## config.mk

```make
export PLATFORM = sky130hd
export DESIGN_NAME = arith_sched
export DESIGN_NICKNAME = d
export VERILOG_FILES = /design/src/rtl/arith_sched.sv
export SDC_FILE = /design/constraint.sdc
export NUM_CORES = 1
export LEC_CHECK = 0
export BUFFER_PORTS_ARGS = -buffer_cell sky130_fd_sc_hd__buf_2
export CORE_AREA = 2 2 67 81
export CTS_CLUSTER_SIZE = 25
export DETAILED_ROUTE_END_ITERATION = 7
export DIE_AREA = 0 0 69 83
export HOLD_SLACK_MARGIN = 0.03
export SLEW_MARGIN = 15
export SYNTH_ARGS = -nofsm -noshare
export SYNTH_HDL_FRONTEND = slang
export SYNTH_SLANG_ARGS = --single-unit
```

## constraint.sdc

```tcl
create_clock -name clk -period 2 [get_ports clk]
set_clock_uncertainty 0.1 [all_clocks]
set_input_delay 0.4 -clock clk [delete_from_list [all_inputs] [get_ports clk]]
set_output_delay 0.4 -clock clk [all_outputs]
set_load 0.02 [all_outputs]
```

## src/rtl/arith_sched.sv

```systemverilog
// arith_sched: round-robin scheduler that shares one registered 4-bit adder
// and one registered 4-bit multiplier between two requesters, returning
// tagged results on a single valid/ready response channel.
module arith_sched #(
    parameter int CNT_W = 16
) (
    input  logic             clk,
    input  logic             rst,
    input  logic [1:0]       req_valid,
    output logic [1:0]       req_ready,
    input  logic [1:0]       req_op,
    input  logic [7:0]       req_a,
    input  logic [7:0]       req_b,
    output logic             rsp_valid,
    input  logic             rsp_ready,
    output logic             rsp_id,
    output logic             rsp_op,
    output logic [7:0]       rsp_data,
    output logic [3:0]       add_in1,
    output logic [3:0]       add_in2,
    input  logic [4:0]       add_out,
    output logic [3:0]       mul_in1,
    output logic [3:0]       mul_in2,
    input  logic [7:0]       mul_out,
    output logic             busy,
    output logic [CNT_W-1:0] op_count
);

    typedef enum logic [1:0] {
        IDLE,
        EXEC,
        RESP
    } state_t;

    state_t            state_q, state_d;
    logic              opHold_q, opHold_d;
    logic              idHold_q, idHold_d;
    logic [3:0]        aHold_q, aHold_d;
    logic [3:0]        bHold_q, bHold_d;
    logic              lastGrant_q, lastGrant_d;
    logic [CNT_W-1:0]  count_q, count_d;

    logic              winner;
    logic              accept;
    logic              rspFire;

    // Round-robin pick: a lone requester wins, contention goes to the one not granted last
    always_comb begin
        winner = req_valid[1];
        if (req_valid == 2'b11) begin
            winner = ~lastGrant_q;
        end
    end

    // Next-state logic; an accept can happen from IDLE or in the same cycle a response is taken
    always_comb begin
        state_d = state_q;
        accept  = 1'b0;
        rspFire = 1'b0;
        case (state_q)
            IDLE: begin
                if (|req_valid && !rst) begin
                    accept  = 1'b1;
                    state_d = EXEC;
                end
            end
            EXEC: begin
                state_d = RESP;
            end
            RESP: begin
                if (rsp_ready) begin
                    rspFire = 1'b1;
                    if (|req_valid && !rst) begin
                        accept  = 1'b1;
                        state_d = EXEC;
                    end else begin
                        state_d = IDLE;
                    end
                end
            end
            default: begin
                state_d = IDLE;
            end
        endcase
    end

    // Holding-register, grant-history and counter next values
    always_comb begin
        opHold_d    = opHold_q;
        idHold_d    = idHold_q;
        aHold_d     = aHold_q;
        bHold_d     = bHold_q;
        lastGrant_d = lastGrant_q;
        count_d     = count_q;
        if (accept) begin
            opHold_d    = req_op[winner];
            idHold_d    = winner;
            aHold_d     = winner ? req_a[7:4] : req_a[3:0];
            bHold_d     = winner ? req_b[7:4] : req_b[3:0];
            lastGrant_d = winner;
        end
        if (rspFire) begin
            count_d = count_q + 1'b1;
        end
    end

    // State and holding registers; reset discards any in-flight operation
    always_ff @(posedge clk or posedge rst) begin
        if (rst) begin
            state_q     <= IDLE;
            opHold_q    <= 1'b0;
            idHold_q    <= 1'b0;
            aHold_q     <= 4'd0;
            bHold_q     <= 4'd0;
            lastGrant_q <= 1'b1;
            count_q     <= '0;
        end else begin
            state_q     <= state_d;
            opHold_q    <= opHold_d;
            idHold_q    <= idHold_d;
            aHold_q     <= aHold_d;
            bHold_q     <= bHold_d;
            lastGrant_q <= lastGrant_d;
            count_q     <= count_d;
        end
    end

    // Drive only the selected unit while an op is in flight; the other sees zeros
    always_comb begin
        add_in1 = 4'd0;
        add_in2 = 4'd0;
        mul_in1 = 4'd0;
        mul_in2 = 4'd0;
        if (state_q != IDLE) begin
            if (opHold_q) begin
                mul_in1 = aHold_q;
                mul_in2 = bHold_q;
            end else begin
                add_in1 = aHold_q;
                add_in2 = bHold_q;
            end
        end
    end

    // Response channel and status outputs
    always_comb begin
        req_ready = 2'b00;
        if (accept) begin
            req_ready = winner ? 2'b10 : 2'b01;
        end
        rsp_valid = (state_q == RESP);
        rsp_id    = 1'b0;
        rsp_op    = 1'b0;
        rsp_data  = 8'd0;
        if (state_q == RESP) begin
            rsp_id   = idHold_q;
            rsp_op   = opHold_q;
            rsp_data = opHold_q ? mul_out : {3'b000, add_out};
        end
        busy     = (state_q != IDLE);
        op_count = count_q;
    end

endmodule

```

**Word-level counts from Yosys, hierarchy flattened**

Index checks and enable logic that the tools add are counted.

- $add $sub $neg: 1
- Multipliers: 0
- Div/mod/pow operators: 0
- Magnitude comparators: 1
- Eq/ne operators: 5
- Shifts and indexed selects: 0
- Muxes and demuxes: 28
- Bitwise gates (word level): 1
- Reduce and logical (&&, ||, !) cells: 6

Operators with widths:

| operator | number |
|---|---|
| 2-to-1 mux 4 bit | 10 |
| adder 16 x 1 -> 16 bit, second input constant | 1 |
| 2-to-1 mux 8 bit | 2 |
| 2-to-1 mux 1 bit | 10 |
| 2-to-1 mux 2 bit | 4 |
| case mux 2 bit (3 select lines) | 1 |
| equality test 2 bit, second input constant | 2 |
| equality test 2 x 1 -> 1 bit, second input constant | 1 |
| logical NOT 2 bit | 1 |
| less-than comparator 1 x 2 -> 1 bit, second input constant | 1 |
| != test 2 x 1 -> 1 bit, second input constant | 1 |
| != test 2 bit, second input constant | 1 |
| case mux 1 bit (2 select lines) | 1 |
| AND reduction 2 bit | 1 |
| nonzero test 2 bit | 1 |
| OR reduction 2 bit | 1 |
| logical AND 1 bit | 1 |
| logical NOT 1 bit | 1 |
| NOT 1 bit | 1 |

- Flip-flop bits (word level): 29
- Latch bits: 0
- RAM bits: 0
- Memory bits (read-only): 0
- Input port bits: 36
- Logic and storage cells: 49
- Memories kept: 0

**Depth between registers and ports, before layout**

- Word-level depth: 6
- Mapped depth: 6
- Depth with buffers taken out: 5

**Worst setup path before layout**

OpenSTA, ideal clock, no wires.

- Path kind: register to output
- Start point: register state_q[1]
- End point: output req_ready[0]
- Arrival: 1.490 ns
- Data required time: 1.500 ns
- Path slack: 0.010 ns
- Cell stages (with the launch flop): 5
- Cell sequence: dfrtp_1 > nor2b_1 > or4_4 > buf_6 > nor2_1

- Longest elaborated chain between the ends: 3
- Elaborated cells between the ends (all ways): 4
- Those cells by class: eq/ne: 1; mux: 2; reduce/logical: 1

RTL lines:

| element | RTL line | RTL |
|---|---|---|
| start, declared | 35 | `state_t state_q, state_d;` |
| start signal, assigned | 118 | `state_q <= state_d;` |
| equality test 2 bit or logical NOT 2 bit (tied branches) | 60 | `case (state_q)` |
| case mux 1 bit (2 select lines) * | 60 |  |
| 2-to-1 mux 2 bit * | 148 | `if (accept) begin` |
| end, declared | 10 | `output logic [1:0] req_ready,` |

Mark *: on every way between the ends. The rest lies on a longest branch, timed or not.

**Worst setup path after layout**

- Start point: register state_q[1]
- End point: output req_ready[1]

The elaborated chain is that of the path after synthesis.

==> out/metrics.yaml <==
status: "complete, but fails checks"
violations: "setup timing"
post_drt_wl_per_cell_um: 12.32
avgSynthCellArea_um2: 10.36
wirelength_um: 3783
die_h_um: 83
crit_path_end_kind: "output port"
fin_cells: 307
fin_crit_ns: 2.100
cp.arrival_ns: 1.60
irDropWorstVdd_mv: 0.4355
finalSetupViolCount: 10
die_x_um: 69
drv_slew: 0
worstPathRequired_ns: 1.50
core_um2: 4905
synth_area_um2: 1575
clk_latency_ns: 0.28
firstDrtPassIters: 3
cts_max_path_buffers: 2
layout_commonest_cell: "buf_2"
max_freq_ghz: 0.4761
fin_crit_sh_pct: 105.0
clock_sinks: 29
drive_gt1_share_pct: 49.80
nets: 283
syn2layout_area_growth_pct: 45.67
relSlewSlack_pct: 68.10
synth_nets: 189
placedCellCount: 294
hold_viol: 0
grt_max_degree: 19
routabilityCongestion: 0.7465
critPathKind: "reg -> out"
postRouteAntennaNets: 0
portBuffers: 81
critPathLaunchType: "flip-flop"
ys_seq_elements: 29
antenna_cells: 0
regArea_um2: 726.9
hold_buffers: 0
dieArea_um2: 5727
root_buffer: "clkbuf_8"
via_count: 1423
drt_iter0_drc: 84
viasPerCell: 4.635
leakagePower_nw: 1.295
fin_util_pct: 46.79
rows: 28
cts_made_buffers: 5
h-tree-depth: 2
synth.distinct_cells: 28
clkTransAtPathRegs_ns: 0.06
hp-class: "in -> async"
cts_tree: "built"
num_io_pins: 82
nFillCells: 501
setup-tns-final_ns: -0.8869
synthCells: 152
final_cell_mix: "75 x buf_2, 28 x dfrtp_1, 16 x buf_4"
multi_input_area_um2: 812.0
gr-total-overflow: 0
antenna_found_initial: 0
powerDensity_nw_per_um2: 965.2
rsz0062_at_grt: "yes"
hpwl_um: 2861
crit_fanout: 4
grt_pass1_wl_um: 6699
worstMarginPinSlew_ns: 0.4780
grt_usage_pct: 14.32
grt_pass1_vias: 1465
fin_ws_ns: -0.1005
drcViolationCount: 0
yosysWarnings: 0
start_util_pct: 32.12
maxCapViolCount: 0
ys_seq_area_share_pct: 46.15
r2r_slack_ns: 0.21
## Yosys cell counts
| master | number | area (um2) |
|---|---|---|
| dfstp_2 | 1 | 26.28 |
| or4_4 | 1 | 11.26 |
| nor2b_2 | 1 | 8.760 |
| clkbuf_1 | 3 | 11.26 |
| mux2_2 | 2 | 22.52 |
| xor2_1 | 5 | 43.79 |
| buf_2 | 3 | 15.01 |
| ha_1 | 1 | 12.51 |
| and2_1 | 10 | 62.56 |
| mux2i_1 | 14 | 140.1 |
| and3_1 | 13 | 81.33 |
| xnor2_1 | 10 | 87.58 |
| nor3_2 | 1 | 10.01 |
| o21ai_2 | 9 | 78.83 |
| nand2_1 | 12 | 45.04 |
| nor2_1 | 10 | 37.54 |
| nand4_1 | 5 | 31.28 |
| buf_6 | 2 | 22.52 |
| and4_1 | 2 | 17.52 |
| a21o_1 | 2 | 15.01 |
| nand2b_1 | 1 | 6.260 |
| nor2b_1 | 3 | 18.77 |
| inv_1 | 4 | 15.01 |
| and4b_1 | 1 | 10.01 |
| dfrtp_1 | 28 | 700.7 |
| nand3_1 | 6 | 30.03 |
| or2_2 | 1 | 6.260 |
| a21boi_0 | 1 | 7.510 |
## power breakdown
part | switching (mW) | internal (mW) | leakage (nW) | total (mW)
Sequential | 0.0958 | 0.702 | 0.377 | 0.797
Clock | 0.220 | 0.406 | 0.0585 | 0.625
Combinational | 0.443 | 0.349 | 0.860 | 0.792
Total | 0.759 | 1.46 | 1.29 | 2.21
## worst paths after layout
path,endpoint,from,cells past startpoint
max in group asynchronous,op_count[5]$_DFFE_PP0P_,rst,3
max,req_ready[1],state_q[1]$_DFFE_PP0P_,4
min,state_q[0]$_DFFE_PP0P_,rst,2
max reg2reg,aHold_q[0]$_DFFE_PP0P_,state_q[1]$_DFFE_PP0P_,6
min in group clk,aHold_q[3]$_DFFE_PP0P_,req_a[3],3
min reg2reg,idHold_q$_DFFE_PP0P_,idHold_q$_DFFE_PP0P_,1
## layer usage
layer  GRT usage [%]  vias to the layer above  wire length (um)  part of all wire [%]
met4           5.348                        0                66                   1.7
met5               0                        -                 0                     0
met2           24.48                       57              1894                    50
met3           5.097                        7               277                   7.3
li1                -                      712                 -                     -
met1           16.27                      647              1545                    41
## cell type report
cell class / count / area share [%]
clock buffers: 7 / 3.762
multi-input cells: 111 / 35.39
clock inverters: 1 / 1.309
repair buffers: 95 / 23.94
flip-flops and latches: 29 / 31.68
inverters: 4 / 0.6543
well taps: 60 / 3.272
## what timing repair did
item | 4_1_cts | 5_1_grt
pin swaps | 2 | 1
buffers inserted | 4 | 1
hold endpoints to repair | 0 | 0
setup endpoints to repair | 18 | 19
gates resized for setup | 7 | 9
## state kept, by name (all words and copies together), names as in the netlist
register / cells
bHold_q: 4
aHold_q: 4
opHold_q: 1
idHold_q: 1
lastGrant_q: 1
state_q: 2
op_count: 16
## cell families (layout without fill, tap and decap cells)
kind of cell	Yosys count	after routing	synth area share (%)
AOI/OAI and AO/OA	12	12	6.434
and+or+nand+nor	67	67	23.91
xor gates and xnor gates	15	15	8.340
adders and majority gates	1	1	0.7942
buffers and inverters	12	107	4.050
muxes	16	16	10.33
DFF	29	29	46.15
## through the flow
step	worst slack, ns	instance area, um2	hold slack, ns	power (mW)
CTS	-0.1452	2258	0.05726	2.231
floorplan	0.01046	1575	0.3414	1.287
finish	-0.1005	2295	0.04283	2.215
global placement	0.08107	2087	0.3565	1.558
detailed placement	0.05970	2087	0.3595	1.565
global route	-0.1680	2295	0.06906	2.367
## critical path: stages (launching register included)
cell	delay, ns
dfrtp_1	0.40
nor2b_4	0.13
or4_4	0.52
nor2b_4	0.14
buf_6	0.12
Note: power is estimated with default switching activity, not from simulation.
